**src/rtl/ntt_array_sequencer_pkg.sv**
```systemverilog
// Shared constants and state encoding for the 16-PE NTT array sequencer.
// The array itself works modulo NTT_Q with primitive 16th root NTT_ROOT.
package ntt_pkg;

  localparam int NTT_N    = 16;
  localparam int NTT_Q    = 7681;
  localparam int NTT_ROOT = 7098;

  localparam logic [2:0] ST_IDLE   = 3'd0;
  localparam logic [2:0] ST_LOAD   = 3'd1;
  localparam logic [2:0] ST_STREAM = 3'd2;
  localparam logic [2:0] ST_DRAIN  = 3'd3;
  localparam logic [2:0] ST_OUTPUT = 3'd4;

  typedef enum logic [2:0] {
    IDLE   = ST_IDLE,
    LOAD   = ST_LOAD,
    STREAM = ST_STREAM,
    DRAIN  = ST_DRAIN,
    OUTPUT = ST_OUTPUT
  } state_t;

endpackage

```
**src/rtl/ntt_array_sequencer_result_buffer.sv**
```systemverilog
// N x DW result register file: one synchronous write port, one combinational read port.
// Contents are data only and carry no reset.
module ntt_result_buffer
  import ntt_pkg::*;
#(
  parameter int N  = NTT_N,
  parameter int DW = 32,
  parameter int IW = 4
) (
  input  logic          clk,
  input  logic          we,
  input  logic [IW-1:0] waddr,
  input  logic [DW-1:0] wdata,
  input  logic [IW-1:0] raddr,
  output logic [DW-1:0] rdata
);

  logic [DW-1:0] mem_q [N];

  always_ff @(posedge clk) begin
    if (we) mem_q[waddr] <= wdata;
  end

  assign rdata = mem_q[raddr];

endmodule

```
**src/rtl/ntt_array_sequencer.sv**
```systemverilog
// Sequencer for the linear NTT systolic array: loads coefficients into the PEs,
// streams output indices, captures the last PE's results and drains them to the host.
module ntt_array_sequencer
  import ntt_pkg::*;
#(
  parameter int N  = NTT_N,
  parameter int DW = 32,
  parameter int IW = 4
) (
  input  logic          clk,
  input  logic          rst,
  input  logic          start,
  output logic          busy,
  output logic          done,
  input  logic          in_valid,
  output logic          in_ready,
  input  logic [DW-1:0] in_data,
  output logic          out_valid,
  input  logic          out_ready,
  output logic [DW-1:0] out_data,
  output logic [IW-1:0] out_index,
  output logic          arr_rst,
  output logic [DW-1:0] arr_en_index,
  output logic [DW-1:0] arr_val0,
  output logic [DW-1:0] arr_val1,
  output logic [DW-1:0] arr_lane0,
  output logic [DW-1:0] arr_lane1,
  input  logic [DW-1:0] arr_result
);

  // cnt spans 0..2N-1 across STREAM and DRAIN, so it needs one bit more than an index
  localparam int CW = IW + 1;

  state_t        state_q, state_d;
  logic [CW-1:0] cnt_q, cnt_d;
  logic [IW-1:0] rd_q, rd_d;
  logic          buf_we;
  logic [IW-1:0] buf_waddr;
  logic [DW-1:0] buf_rdata;

  always_ff @(posedge clk) begin
    if (rst) begin
      state_q <= IDLE;
      cnt_q   <= '0;
      rd_q    <= '0;
    end else begin
      state_q <= state_d;
      cnt_q   <= cnt_d;
      rd_q    <= rd_d;
    end
  end

  always_comb begin
    state_d      = state_q;
    cnt_d        = cnt_q;
    rd_d         = rd_q;
    busy         = (state_q != IDLE);
    done         = 1'b0;
    in_ready     = 1'b0;
    out_valid    = 1'b0;
    arr_rst      = rst;
    arr_en_index = '0;
    arr_val0     = '0;
    arr_val1     = '0;
    arr_lane0    = '0;
    arr_lane1    = '0;
    buf_we       = 1'b0;

    case (state_q)
      IDLE: begin
        if (start) begin
          state_d = LOAD;
          cnt_d   = '0;
        end
      end

      // Array held in reset so its twiddle table reloads while PEs take coefficients
      LOAD: begin
        arr_rst  = 1'b1;
        in_ready = 1'b1;
        arr_val0 = DW'(cnt_q);
        arr_val1 = in_data;
        if (in_valid) begin
          arr_en_index = DW'(cnt_q) + DW'(1);
          if (cnt_q == CW'(N - 1)) begin
            state_d = STREAM;
            cnt_d   = '0;
          end else begin
            cnt_d = cnt_q + CW'(1);
          end
        end
      end

      STREAM: begin
        arr_lane0 = DW'(cnt_q);
        cnt_d     = cnt_q + CW'(1);
        if (cnt_q == CW'(N - 1)) state_d = DRAIN;
      end

      // Array latency is exactly N, so result n arrives while cnt = n + N
      DRAIN: begin
        buf_we = (cnt_q >= CW'(N));
        cnt_d  = cnt_q + CW'(1);
        if (cnt_q == CW'(2 * N - 1)) begin
          state_d = OUTPUT;
          cnt_d   = '0;
          rd_d    = '0;
        end
      end

      OUTPUT: begin
        out_valid = 1'b1;
        if (out_ready) begin
          rd_d = rd_q + IW'(1);
          if (rd_q == IW'(N - 1)) begin
            done    = 1'b1;
            state_d = IDLE;
          end
        end
      end

      default: state_d = IDLE;
    endcase
  end

  // N is a power of two, so the low bits of cnt are cnt - N during capture
  assign buf_waddr = cnt_q[IW-1:0];

  ntt_result_buffer #(
    .N  (N),
    .DW (DW),
    .IW (IW)
  ) u_result_buffer (
    .clk   (clk),
    .we    (buf_we),
    .waddr (buf_waddr),
    .wdata (arr_result),
    .raddr (rd_q),
    .rdata (buf_rdata)
  );

  assign out_data  = buf_rdata;
  assign out_index = rd_q;

endmodule

```
**config.mk**
```make
export PLATFORM = sky130hd
export DESIGN_NAME = ntt_array_sequencer
export DESIGN_NICKNAME = d
export VERILOG_FILES = /design/src/rtl/ntt_array_sequencer_pkg.sv /design/src/rtl/ntt_array_sequencer_result_buffer.sv /design/src/rtl/ntt_array_sequencer.sv
export SDC_FILE = /design/constraint.sdc
export NUM_CORES = 1
export LEC_CHECK = 0
export BUFFER_PORTS_ARGS = -buffer_cell sky130_fd_sc_hd__buf_2
export CORE_MARGIN = 10
export CORE_UTILIZATION = 40
export CTS_BUF_LIST = sky130_fd_sc_hd__clkbuf_16
export DETAILED_ROUTE_END_ITERATION = 7
export SLEW_MARGIN = 20
export SYNTH_ARGS = -nofsm -noshare
export SYNTH_HDL_FRONTEND = slang
export SYNTH_HIERARCHICAL = 1
export SYNTH_SLANG_ARGS = --single-unit
```
**constraint.sdc**
```tcl
create_clock -name clk -period 5.42 [get_ports clk]
set_clock_uncertainty 0.2 [all_clocks]
set_input_delay 0.542 -clock clk [delete_from_list [all_inputs] [get_ports clk]]
set_output_delay 0.542 -clock clk [all_outputs]
set_load 0.05 [all_outputs]
```
-- Yosys cells after proc, flatten, opt, wreduce, memory -nomap -nowiden
Memories as Yosys holds them, arrays and structs flattened. A register that Yosys moved wholly into a read port is not among the register bits.
Index checks and enable logic that the tools add are counted.
W data, S select, Z words.
- register bits after elaboration: 12
- latch bits: 0
- bits in writable memories: 512
- bits in read-only memories: 0
- input port bits: 69
- output and inout port bits: 201
- memories: 1
- memories (name ; words ; width ; read ports ; clocked after Yosys merged registers in ; write ports ; line ; text):
    u_result_buffer.mem_q ; 16 ; 32 ; 1 ; 1 ; 1 ; ntt_array_sequencer_result_buffer.sv:18 ; logic [DW-1:0] mem_q [N];
- add/sub/neg operators: 3
- multiply operators: 0
- div/mod/pow operators: 0
- magnitude comparators: 1
- equality and inequality tests: 14
- shifts and indexed selects: 0
- multiplexer cells: 32
- bitwise gates (word level): 0
- reductions and logical operators: 7
- operators by type and width (kind ; count):
    $mux W32 ; 1
    $mux W5 ; 6
    $mux W3 ; 7
    $pmux W5 S4 ; 1
    $mux W4 ; 4
    $pmux W3 S5 ; 1
    $ne A2 B2 Y1 const B ; 7
    $mux W6 ; 2
    $mux W1 ; 9
    $pmux W4 S2 ; 1
    $reduce_and A7 Y1 ; 1
    $add A5 B1 Y6 const B ; 1
    $eq A3 B2 Y1 const B ; 2
    $reduce_and A3 Y1 ; 2
    $add A5 B1 Y5 const B ; 1
    $eq A5 B4 Y1 const B ; 1
    $eq A5 B5 Y1 const B ; 1
    $ge A5 B5 Y1 const B ; 1
    $add A4 B1 Y4 const B ; 1
    $eq A4 B4 Y1 const B ; 1
    $reduce_bool A4 Y1 ; 1
    $eq A3 B1 Y1 const B ; 1
    $eq A3 B3 Y1 const B ; 1
    $logic_not A3 Y1 ; 1
    2 further kinds ; 2

-- Depth between registers and ports, before layout
- depth after elaboration: 5
- depth in mapped cells: 7
- depth with buffers taken out: 7

-- Modules after synthesis
Netlist, hierarchy kept.
- by module, submodules not included (module ; times used ; cells an instance ; area an instance (um^2) ; seq. area each (um^2)):
    ntt_result_buffer ; 1 ; 806 ; 19213.4 ; 15374.7
    ntt_array_sequencer ; 1 ; 269 ; 1989.4 ; 240.2

-- Worst setup path after synthesis
Ideal clock, no wire load.
- path type: reg2reg
- from: reg state_q[0]
- to: mem u_result_buffer.mem_q[0][0] (enable)
- setup time: 461 ps
- arrival: 3658 ps
- data required time: 4759 ps
- slack: 1101 ps
- stages on the path, launching flop included: 6
- path buffers: 1
- clock period less this slack: 4319 ps
- cell sequence: dfxtp_1 -> buf_2 -> and3b_1 -> and2_1 -> or3b_2 -> nor3_1
- longest elaborated chain between the ends: 4
- ends and longest elaborated chain (what ; line ; text):
    start: declaration ; ntt_array_sequencer.sv:34 ; state_t state_q, state_d;
    start signal: assignment ; ntt_array_sequencer.sv:47 ; state_q <= state_d;
    $eq A3 B2 Y1 ; ntt_array_sequencer.sv:69 ; case (state_q)
    $mux W1 ; ntt_array_sequencer.sv:69 ;
    via buf_we ; ntt_array_sequencer.sv:37 ; logic buf_we;
    $mux W1 ; ntt_array_sequencer_result_buffer.sv:21 ; if (we) mem_q[waddr] <= wdata;
    $mux W1 (implied by the code) ; ntt_array_sequencer_result_buffer.sv:21 ;
    end: declaration ; ntt_array_sequencer_result_buffer.sv:18 ;
The timed path passes the listed nets, and every way through them passes these cells.

==> reports/metrics.yaml <==
status: "completed"
period_minus_slack_ns: 3.840
syn_area_per_cell_um2: 19.72
top_usage_layer: "met2"
gr-usage-met1_pct: 19.91
clk_pin_slew_ns: 0.06
cts-root-buf: "clkbuf_16"
fp.dieArea_mm2: 0.06262
crit_type: "register to output port"
wl_um: 47910
power.density_mw_per_mm2: 369.5
clock-sinks: 524
design.portCount: 270
hold_viol: 0
leakage_nw: 8.028
synth_seq_cells: 524
io_buffers: 157
slew_headroom_pct: 27.84
rsz0062_at_grt: "no"
final_nets: 1333
overflow: 0
dr.pass1.iters: 4
initial_core_util_pct: 40.35
first_iter_violations: 874
track_usage_pct: 14.97
core_area_mm2: 0.05255
synth_area_mm2: 0.02120
synth_ff_type: "edfxtp_1"
critPathCaptureType: "output port"
place_congestion: 0.7604
dp_hpwl_um: 28030
r2r_slack_ns: 2.13
fp-row-count: 84
required_ns: 4.68
arrival_ns: 3.10
period_share_pct: 70.85
hold_start: "rst"
use_met3_pct: 4.202
dieHeight_um: 250.2
drt-vias-per-instance: 5.245
max_freq_mhz: 260.4
grt_max_degree: 62
pre_cts_ws_ns: 2.092
async_reset_ff_share_pct: 0
timing.hold.ws_ns: 0.06612
yosys_warnings: 6
finalPower_mw: 8.929
synth_edf_count: 512
worstMarginPinSlew_ns: 1.080
r2r_cells: 5
drive_gt1_share_pct: 31.82
cap_violations: 0
slew_violations: 0
insertion_delay_ns: 0.58
hold_end: "out_index[1]"
tns_ns: 0
drcViolationCount: 0
ant_nets: 0
hold_depth: 2
ctsHoldBuffers: 0
fin_util_pct: 45.98
vias: 10416
crit_fanout: 34
rr_endpoint: "u_result_buffer/mem_q[3][12]"
avgRoutedWirePerCell_um: 24.12
postCtsSetupRepairBufs: 0
syn_inst: 1075
synth-seq-area-share_pct: 73.65
antenna_found_initial: 3
min_path_type: "input port to register"
setup_viol: 0
diodes: 0
cts_buffer_depth: 3
die_w_um: 250.2
vdd_ir_drop_max_v: 0.0002124
cts_made_buffers: 51
fin_ws_ns: 1.580
met2_usage_pct: 24.35
r2r_start: "state_q[1]"
post_cts_resized: 0
startpoint_type: "register"
netlist-cell-type-count: 52
cts_tree: "yes"
grt_pass1_vias: 10975
grt_pass1_wl_um: 71460
htree_levels: 2
area_growth_syn_to_layout_pct: 13.97
[worst max-delay path by stage]
stage | startpoint | end | slack (ns) | cells after the start
after floorplan | state_q[0] | u_result_buffer/mem_q[0][0] | 1.10 | 5
after global placement | out_index[0] | out_data[29] | 2.10 | 5
after detailed placement | out_index[0] | out_data[27] | 2.09 | 5
after CTS | out_index[0] | out_data[27] | 1.44 | 5
after global routing | out_index[0] | out_data[24] | 1.30 | 5
final | out_index[0] | out_data[27] | 1.58 | 5
[report_power, final]
group | switching (mW) | internal [mW] | total [mW]
sequential | 0.0576 | 4.45 | 4.51
combinational | 0.776 | 0.323 | 1.10
clock | 1.44 | 1.87 | 3.32
[per-layer routing]
layer / vias up / wire [um]
met2: 359 / 23650
met5: - / 27
met4: 4 / 609
met1: 5496 / 19860
li1: 4506 / -
met3: 51 / 3762
[critical path: stages (launching register included)]
cell and delay, ns:
dfxtp_4 0.82, buf_4 0.55, mux4_2 0.58, a22oi_1 0.23, nand2_1 0.10, buf_2 0.22
[kinds of logic after synthesis]
logic type               after synthesis  share of synthesized area, %
flip-flops                           524                         73.65
buffers and inverters                170                         5.364
AND/OR/NAND/NOR                      151                         3.812
multiplexers                         128                         13.60
AO/OA/AOI/OAI                         96                         3.305
adder cells (fa/ha/maj)                3                        0.1771
XOR/XNOR                               2                       0.08263
other                                  1                       0.01769
[state kept, by name, summed over array words and instances, names as in the netlist]
register and cells:
u_result_buffer/mem_q 512, cnt_q 5, out_index 4, state_q 3
[placed cells by master (no fill, tap or decap), types with 3 or more instances in the layout]
cell type and instances:
bufinv_16 3, nand3b_1 3, o31ai_1 3, mux4_2 128, or3_1 3, dfxtp_1 10
and2_1 43, nor2_4 13, buf_12 4, nor3_1 4, nor2_1 6, nor3_2 4
nand2_1 41, conb_1 112, a21oi_1 11, clkbuf_16 52, buf_2 157, ha_1 3
nand3_1 8, clkinv_1 10, buf_4 24, a22oi_1 64, nand2b_1 4, clkinv_2 10
edfxtp_1 512, inv_1 15
[per-stage QoR]
step	instance area [um^2]	instances
global route	24160	1986
global placement	22520	1892
floorplan	21620	1186
finish	24160	1986
CTS	24120	1984
detailed placement	22560	1894
[final cells by class]
type	count	area, um^2
multi-input combinational	492	5007
tap	688	860.8
timing repair buffer	187	1089
clock inverter	38	260.3
sequential	524	15620
inverter	5	23.77
clock buffer	52	1301
fill	4440	28390
[synthesized netlist by cell type, types with 3 or more instances]
| library cell | number | share of area (%) |
|---|---|---|
| nor2b_1 | 4 | 0.12 |
| nand3_1 | 8 | 0.19 |
| edfxtp_1 | 512 | 73 |
| nand2_1 | 41 | 0.73 |
| a22oi_1 | 64 | 2.3 |
| nand2b_1 | 4 | 0.12 |
| inv_1 | 4 | 0.071 |
| buf_2 | 8 | 0.19 |
| ha_1 | 3 | 0.18 |
| nor2_1 | 19 | 0.34 |
| mux4_2 | 128 | 14 |
| clkbuf_1 | 21 | 0.37 |
| or3_1 | 3 | 0.089 |
| dfxtp_1 | 12 | 1.1 |
| o31ai_1 | 3 | 0.11 |
| buf_1 | 10 | 0.18 |
| a21oi_1 | 11 | 0.26 |
| nand3b_1 | 3 | 0.11 |
| and2_1 | 44 | 1.3 |
| buf_6 | 3 | 0.16 |
| buf_4 | 123 | 4.4 |
| nor3_1 | 8 | 0.19 |
Power figures use the tool's default switching activity.
